===== src/rtl/mic_pkg.sv =====
// PDM microphone capture: shared defaults, FSM state type and helpers.
// Used by mic_pdm_capture and mic_clk_div.
package mic_pkg;

  localparam int DAT_WIDTH_DEF = 18;
  localparam int CLK_DIV_DEF   = 25;
  localparam int DECIM_DEF     = 64;

  typedef enum logic {
    IDLE = 1'b0,
    RUN  = 1'b1
  } state_t;

  typedef struct packed {
    logic mic_clk;
    logic fall;
  } div_t;

  // Ones-count over decim bits needs to represent decim itself.
  function automatic int acc_width(input int d);
    return $clog2(d + 1);
  endfunction

endpackage


===== src/rtl/mic_clk_div.sv =====
// Microphone bit-clock divider; fall strobe marks the mic_clk 1->0 edge.
// Counter and mic_clk are held at zero whenever run is low.
module mic_clk_div
  import mic_pkg::*;
#(
  parameter int clk_div = CLK_DIV_DEF
) (
  input  logic clk,
  input  logic reset,
  input  logic run,
  output div_t div
);

  localparam int DW = $clog2(clk_div);

  logic [DW-1:0] cnt;
  logic          mclk;
  logic          tc;

  assign tc = (cnt == DW'(clk_div - 1));

  always_ff @(posedge clk or negedge reset) begin
    if (!reset) begin
      cnt  <= '0;
      mclk <= 1'b0;
    end else if (!run) begin
      cnt  <= '0;
      mclk <= 1'b0;
    end else if (tc) begin
      cnt  <= '0;
      mclk <= ~mclk;
    end else begin
      cnt  <= cnt + DW'(1);
    end
  end

  assign div.mic_clk = mclk;
  assign div.fall    = run & tc & mclk;

endmodule


===== src/rtl/mic_pdm_capture.sv =====
// PDM microphone capture: ones-count decimator feeding a FIFO.
// Define MIC_SIGNED_EN for a signed (2*ones - decim) sample format.
module mic_pdm_capture
  import mic_pkg::*;
#(
  parameter int dat_width = DAT_WIDTH_DEF,
  parameter int clk_div   = CLK_DIV_DEF,
  parameter int decim     = DECIM_DEF
) (
  input  logic                 clk,
  input  logic                 reset,
  input  logic                 en,
  input  logic                 mic_data,
  input  logic                 full,
  input  logic                 ovf_clr,
  output logic                 mic_clk,
  output logic [dat_width-1:0] data_out,
  output logic                 wr,
  output logic                 busy,
  output logic                 overflow
);

  localparam int AW = acc_width(decim);
  localparam int CW = $clog2(decim);

  state_t               state;
  state_t               state_nxt;
  logic                 run;
  logic [1:0]           sync;
  logic                 mic_sync;
  div_t                 div;
  logic [AW-1:0]        acc;
  logic [AW-1:0]        sum;
  logic [CW-1:0]        bit_cnt;
  logic                 last;
  logic                 done;
  logic                 drop;
  logic [dat_width-1:0] sample;

  always_ff @(posedge clk or negedge reset) begin
    if (!reset) begin
      sync <= '0;
    end else begin
      sync <= {sync[0], mic_data};
    end
  end

  assign mic_sync = sync[1];

  always_ff @(posedge clk or negedge reset) begin
    if (!reset) begin
      state <= IDLE;
    end else begin
      state <= state_nxt;
    end
  end

  always_comb begin
    state_nxt = state;
    unique case (state)
      IDLE: if (en)  state_nxt = RUN;
      RUN:  if (!en) state_nxt = IDLE;
    endcase
  end

  // Dropping en stops the divider on the same edge the FSM leaves RUN.
  assign run  = (state == RUN) & en;
  assign busy = (state == RUN);

  mic_clk_div #(
    .clk_div (clk_div)
  ) u_div (
    .clk   (clk),
    .reset (reset),
    .run   (run),
    .div   (div)
  );

  assign mic_clk = div.mic_clk;

  assign sum  = acc + AW'(mic_sync);
  assign last = (bit_cnt == CW'(decim - 1));
  assign done = div.fall & last;
  assign drop = done & full;

  always_comb begin
    sample = dat_width'(sum);
`ifdef MIC_SIGNED_EN
    sample = (dat_width'(sum) << 1) - dat_width'(decim);
`endif
  end

  always_ff @(posedge clk or negedge reset) begin
    if (!reset) begin
      acc     <= '0;
      bit_cnt <= '0;
    end else if (!run) begin
      acc     <= '0;
      bit_cnt <= '0;
    end else if (div.fall) begin
      if (last) begin
        acc     <= '0;
        bit_cnt <= '0;
      end else begin
        acc     <= sum;
        bit_cnt <= bit_cnt + CW'(1);
      end
    end
  end

  always_ff @(posedge clk or negedge reset) begin
    if (!reset) begin
      data_out <= '0;
      wr       <= 1'b0;
      overflow <= 1'b0;
    end else begin
      wr <= done & ~full;
      if (done) begin
        data_out <= sample;
      end
      // A drop on the same edge as a clear keeps the flag set.
      if (drop) begin
        overflow <= 1'b1;
      end else if (ovf_clr) begin
        overflow <= 1'b0;
      end
    end
  end

endmodule


===== config.mk =====
export PLATFORM = sky130hd
export DESIGN_NAME = mic_pdm_capture
export DESIGN_NICKNAME = d
export VERILOG_FILES = /design/src/rtl/mic_pkg.sv /design/src/rtl/mic_clk_div.sv /design/src/rtl/mic_pdm_capture.sv
export SDC_FILE = /design/constraint.sdc
export NUM_CORES = 1
export LEC_CHECK = 0
export ABC_AREA = 1
export CAP_MARGIN = 30
export CORE_ASPECT_RATIO = 0.6
export CORE_UTILIZATION = 40
export CTS_CLUSTER_DIAMETER = 30
export CTS_CLUSTER_SIZE = 24
export DETAILED_ROUTE_END_ITERATION = 12
export SLEW_MARGIN = 20
export SYNTH_ARGS = -nofsm -noshare
export SYNTH_HDL_FRONTEND = slang
export SYNTH_HIERARCHICAL = 1
export SYNTH_SLANG_ARGS = --single-unit

===== constraint.sdc =====
create_clock -name clk -period 2.3 [get_ports clk]
set_input_delay 0.23 -clock clk [delete_from_list [all_inputs] [get_ports clk]]
set_output_delay 0.23 -clock clk [all_outputs]
set_load 0.01 [all_outputs]

# Word level (Yosys, flattened, before mapping)
# Index checks and enable logic that the tools add are counted.
# op_classes
add_sub_neg	3
muxes	13
n_eq_ne	4
n_bitwise	8
reduce_logical	1
# op_table
op	count
two-way mux 7 bit	3
two-way mux 6 bit	3
two-way mux 5 bit	2
adder 7 x 1 -> 7 bit	1
adder 6 x 1 -> 6 bit (second input constant)	1
AND 1 bit	6
equality test 6 bit (second input constant)	1
adder 5 x 1 -> 5 bit (second input constant)	1
equality test 5 bit (second input constant)	1
two-way mux 1 bit	5
inequality test 2 bit (second input constant)	2
inverter 1 bit	2
nonzero test 2 bit	1
# word_totals
ff_bits	31
input_bits	6

# Longest topological paths before layout
# depth
ltp_word	6
ltp_mapped	13

# Cells and area by module
# Netlist, hierarchy kept.
# modules_own_cells
module	cells_per_inst	seq_area_each_um2	area_each_um2	instances
mic_pdm_capture	145	625.6	1262.5	1
mic_clk_div	42	150.1	325.3	1

# Least setup slack after synthesis
# No wires, ideal clock.
# synth_path
path_type	register to register
from	register u_div.cnt[0]
to	register acc[6]
stages_incl_launch_ff	14
required_ns	2.234
arrival_time_ns	1.574
n_path_buf	1
synth_period_minus_slack_ns	1.640
slack_ns	0.660
setup_time_ns	0.066
path_cell_list	dfrtp_1 > inv_1 > ha_1 > nand2_1 > nor2_1 > nand2_1 > nor2_1 > buf_6 > inv_1 > nor2_1 > inv_1 > nor2_1 > nand3_1 > nand2_1
# synth_lines
item	line	text
start: declaration	mic_clk_div.sv:16	logic [DW-1:0] cnt;
start signal: assignment	mic_clk_div.sv:33	cnt <= cnt + DW'(1);
end signal: assignment	mic_pdm_capture.sv:105	acc <= sum;
end: declaration	mic_pdm_capture.sv:32	logic [AW-1:0] acc;

==> run metrics <==
outcome=completed; number of gates resized after cts=0; worst-margin pin slew=530 ps; Clock Sink Count=31; total power consumption of the routed design=1.16 mW; detailed-routing iteration count for the pre-antenna-repair pass=4; vias=1195; Critical Path RT=2520 ps; die width=83.3 um; critical-path cell list=inv_1, ha_1, nand2_1, nor2_1, nand2_1, nor2_1, inv_1, nor2_1, inv_1, nor2_1, nand3_1, nand2_1; Buf/Inv on CP=3; RSZ-0062 raised after global routing=false; overall routing resource usage=16.2%; combined flip-flop and latch cell area=776 um2; max-cap check violation count=0; number of antenna violations at the first check in global routing=0; GR Overflow Total=0; setup-violating endpoint count in the final report=0; last weighted congestion value of the routability-driven placer=0.817; total core area=0.00372 mm2; effective utilization at floorplan=42.7%; count of fill cells added during filler insertion=340; Max Root-Sink Buffers=2; worst setup path startpoint=u_div/cnt[0]; Final Cycle Share=78.8%; root buffer selected by CTS=clkbuf_8; class of the most critical hold timing path=input port to asynchronous set/reset pin; final critical-path required period=1810 ps; proportion of power drawn by the clock network=48.4%; Placed Instance Area=0.00175 mm2; DP HPWL=2070 um; category of the worst setup path capture point=register; part of the total power dissipated in sequential elements=47.5%; area of the multi-input gates=658 um2; relative slew slack=64.5%; final core utilization=50.3%; Hold Fails Final Rpt=0; most frequent CP cell=nor2_1; count of unresolved DRC violations after routing=0; total of flip-flops plus latches after synthesis=31; delay of the slowest cell on the worst path=420 ps; final total negative setup slack=0 ps; y dimension of the die=50.8 um; # IOs=28; number of distinct library cells after synthesis=23; vias in the first global route=1128; clock skew after layout=2.81 ps; antenna diode count=0; top fanout value on the critical path=5; most frequent standard cell in the layout excluding fill and tap cells=nand2_1; CP delay by family, top=simple AND/OR/NAND/NOR gates; PwrDens=622 mW/mm2; worst skew pair latency=280 ps; Gate Count Post-Synth=187; mean routed wirelength per cell=11.4 um; leak pwr=0.881 nW; Sw Ratio=21.4%; Net count, final=220; Synth-to-Final Area Change=17.9%; Post-CTS Repair Setup Buffers=0; net switching power of the design=249 uW; number of synthesis warnings=6; wire length of the first global-routing pass=5170 um; share of cells above drive strength 1=11.0%; standard-cell row count=17; total detailed-routing wirelength=2920 um; quantity of hold-fixing buffers added after cts=0; relative contribution of combinational cells to total power=4.2%; cell at the slowest stage of the critical path=dfrtp_1; sequential-to-total area share from yosys stat=48.9%; Die Area=0.00423 mm2; Avg Cell Area, Syn=8.49 um2; number of antenna-violating nets in the routed design=0; number of buffers added on ports=16; largest net degree at the start of global routing=32; Post-Layout Inst Area=0.00187 mm2; clock transition at the register clock pins on the worst setup and hold paths after CTS=70 ps; Worst R2R Start=u_div/cnt[0]; Setup CP Type=register to register; cell area after synthesis=0.00159 mm2; clock tree from TritonCTS=yes; total clock buffers created by CTS=5; Arr. time, crit path=2030 ps; Via-to-Cell Ratio=4.65; worst voltage drop across the vdd grid=452 uV; crit path launch type=register; most used cells in the layout excluding fill and tap cells=nand2_1 (44), dfrtp_1 (31), inv_1 (21), nor2_1 (21), nand3_1 (17); Final Max Tran Viols=0; Internal Dissipation=915 uW; top achievable clock speed=0.552 GHz; H-tree levels=2; detailed router's first-iteration violation count=56
==> cell type report <==
class	instances	area share [%]
clock buffers	6	4.41
clock inverters	2	1.87
inverters	21	4.21
multi-input cells	131	35.2
flip-flops and latches	31	41.4
well taps	47	3.14
repair buffers	19	9.76
==> power groups by stage <==
stage / Clock [mW] / Sequential, mW / Combinational (mW)
final: 0.563 / 0.553 / 0.0485
after global placement: 0 / 0.563 / 0.0481
after global routing: 0.601 / 0.553 / 0.0543
after floorplan: 0 / 0.563 / 0.0339
after detailed placement: 0 / 0.563 / 0.0488
after CTS: 0.571 / 0.553 / 0.0492
==> cell usage after synthesis <==
cell	count	area (um2)
nand2_1	44	165
dfrtp_1	31	776
inv_1	21	78.8
nor2_1	21	78.8
nand3_1	17	85.1
buf_4	12	90.1
o21ai_0	6	30.0
a21oi_1	5	25.0
ha_1	5	62.6
nand2_2	4	25.0
o21ai_2	4	35.0
buf_6	2	22.5
nand3b_1	2	15.0
o21ai_1	2	10.0
xnor2_1	2	17.5
xor2_1	2	17.5
conb_1	1	3.75
nand2_4	1	11.3
nand3_2	1	10.0
nand4_1	1	6.26
nor2_2	1	6.26
nor2_4	1	11.3
nor3_1	1	5.00
==> cells by family after synthesis <==
family | after synthesis | share of synthesized area (%)
fa+ha+maj | 5 | 3.94
other cells | 1 | 0.236
flops | 31 | 48.9
xor+xnor | 4 | 2.21
buf+inv | 35 | 12.1
simple gates | 94 | 26.4
compound gates | 17 | 6.30
==> worst paths after layout <==
check,to,slack (ps),cells after the start
max in group asynchronous,u_div/cnt[1],1670,2
worst min-delay path,data_out[2],350,2
worst max-delay path,acc[6],490,12
worst min register to register,sync[1],360,0
worst max register to register,acc[6],490,12
min in group clk,sync[1],360,0
==> sequential cells by signal, summed over array words and instances (netlist names), 2 cells and up <==
signal     cells
sync           2
u_div/cnt      5
acc            7
bit_cnt        6
data_out       7
==> layer usage <==
metal	vias up	share of wire [%]	track usage [%]
li1	605	-	-
met1	549	49	20.0
met2	39	44	26.0
met3	2	6.5	5.76
met4	0	0.75	6.90
met5	-	0	0
==> metrics by stage <==
step / std cells / setup slack [ps] / hold slack (ps)
5_1_grt: 257 / 190 / 365
4_1_cts: 257 / 468 / 358
2_1_floorplan: 197 / 660 / -65.6
3_3_place_gp: 249 / 448 / 335
3_5_place_dp: 249 / 402 / 346
6_report: 257 / 487 / 346
==> worst reg2reg max path, stage by stage (launching register included) <==
cell     delay (ps)
dfrtp_1         420
inv_1            90
ha_1            140
nand2_1          70
nor2_1          160
nand2_1          70
nor2_1          140
inv_1           110
nor2_1          180
inv_1            60
nor2_1          150
nand3_1         100
nand2_1          60
Power figures use the tool's default switching activity.
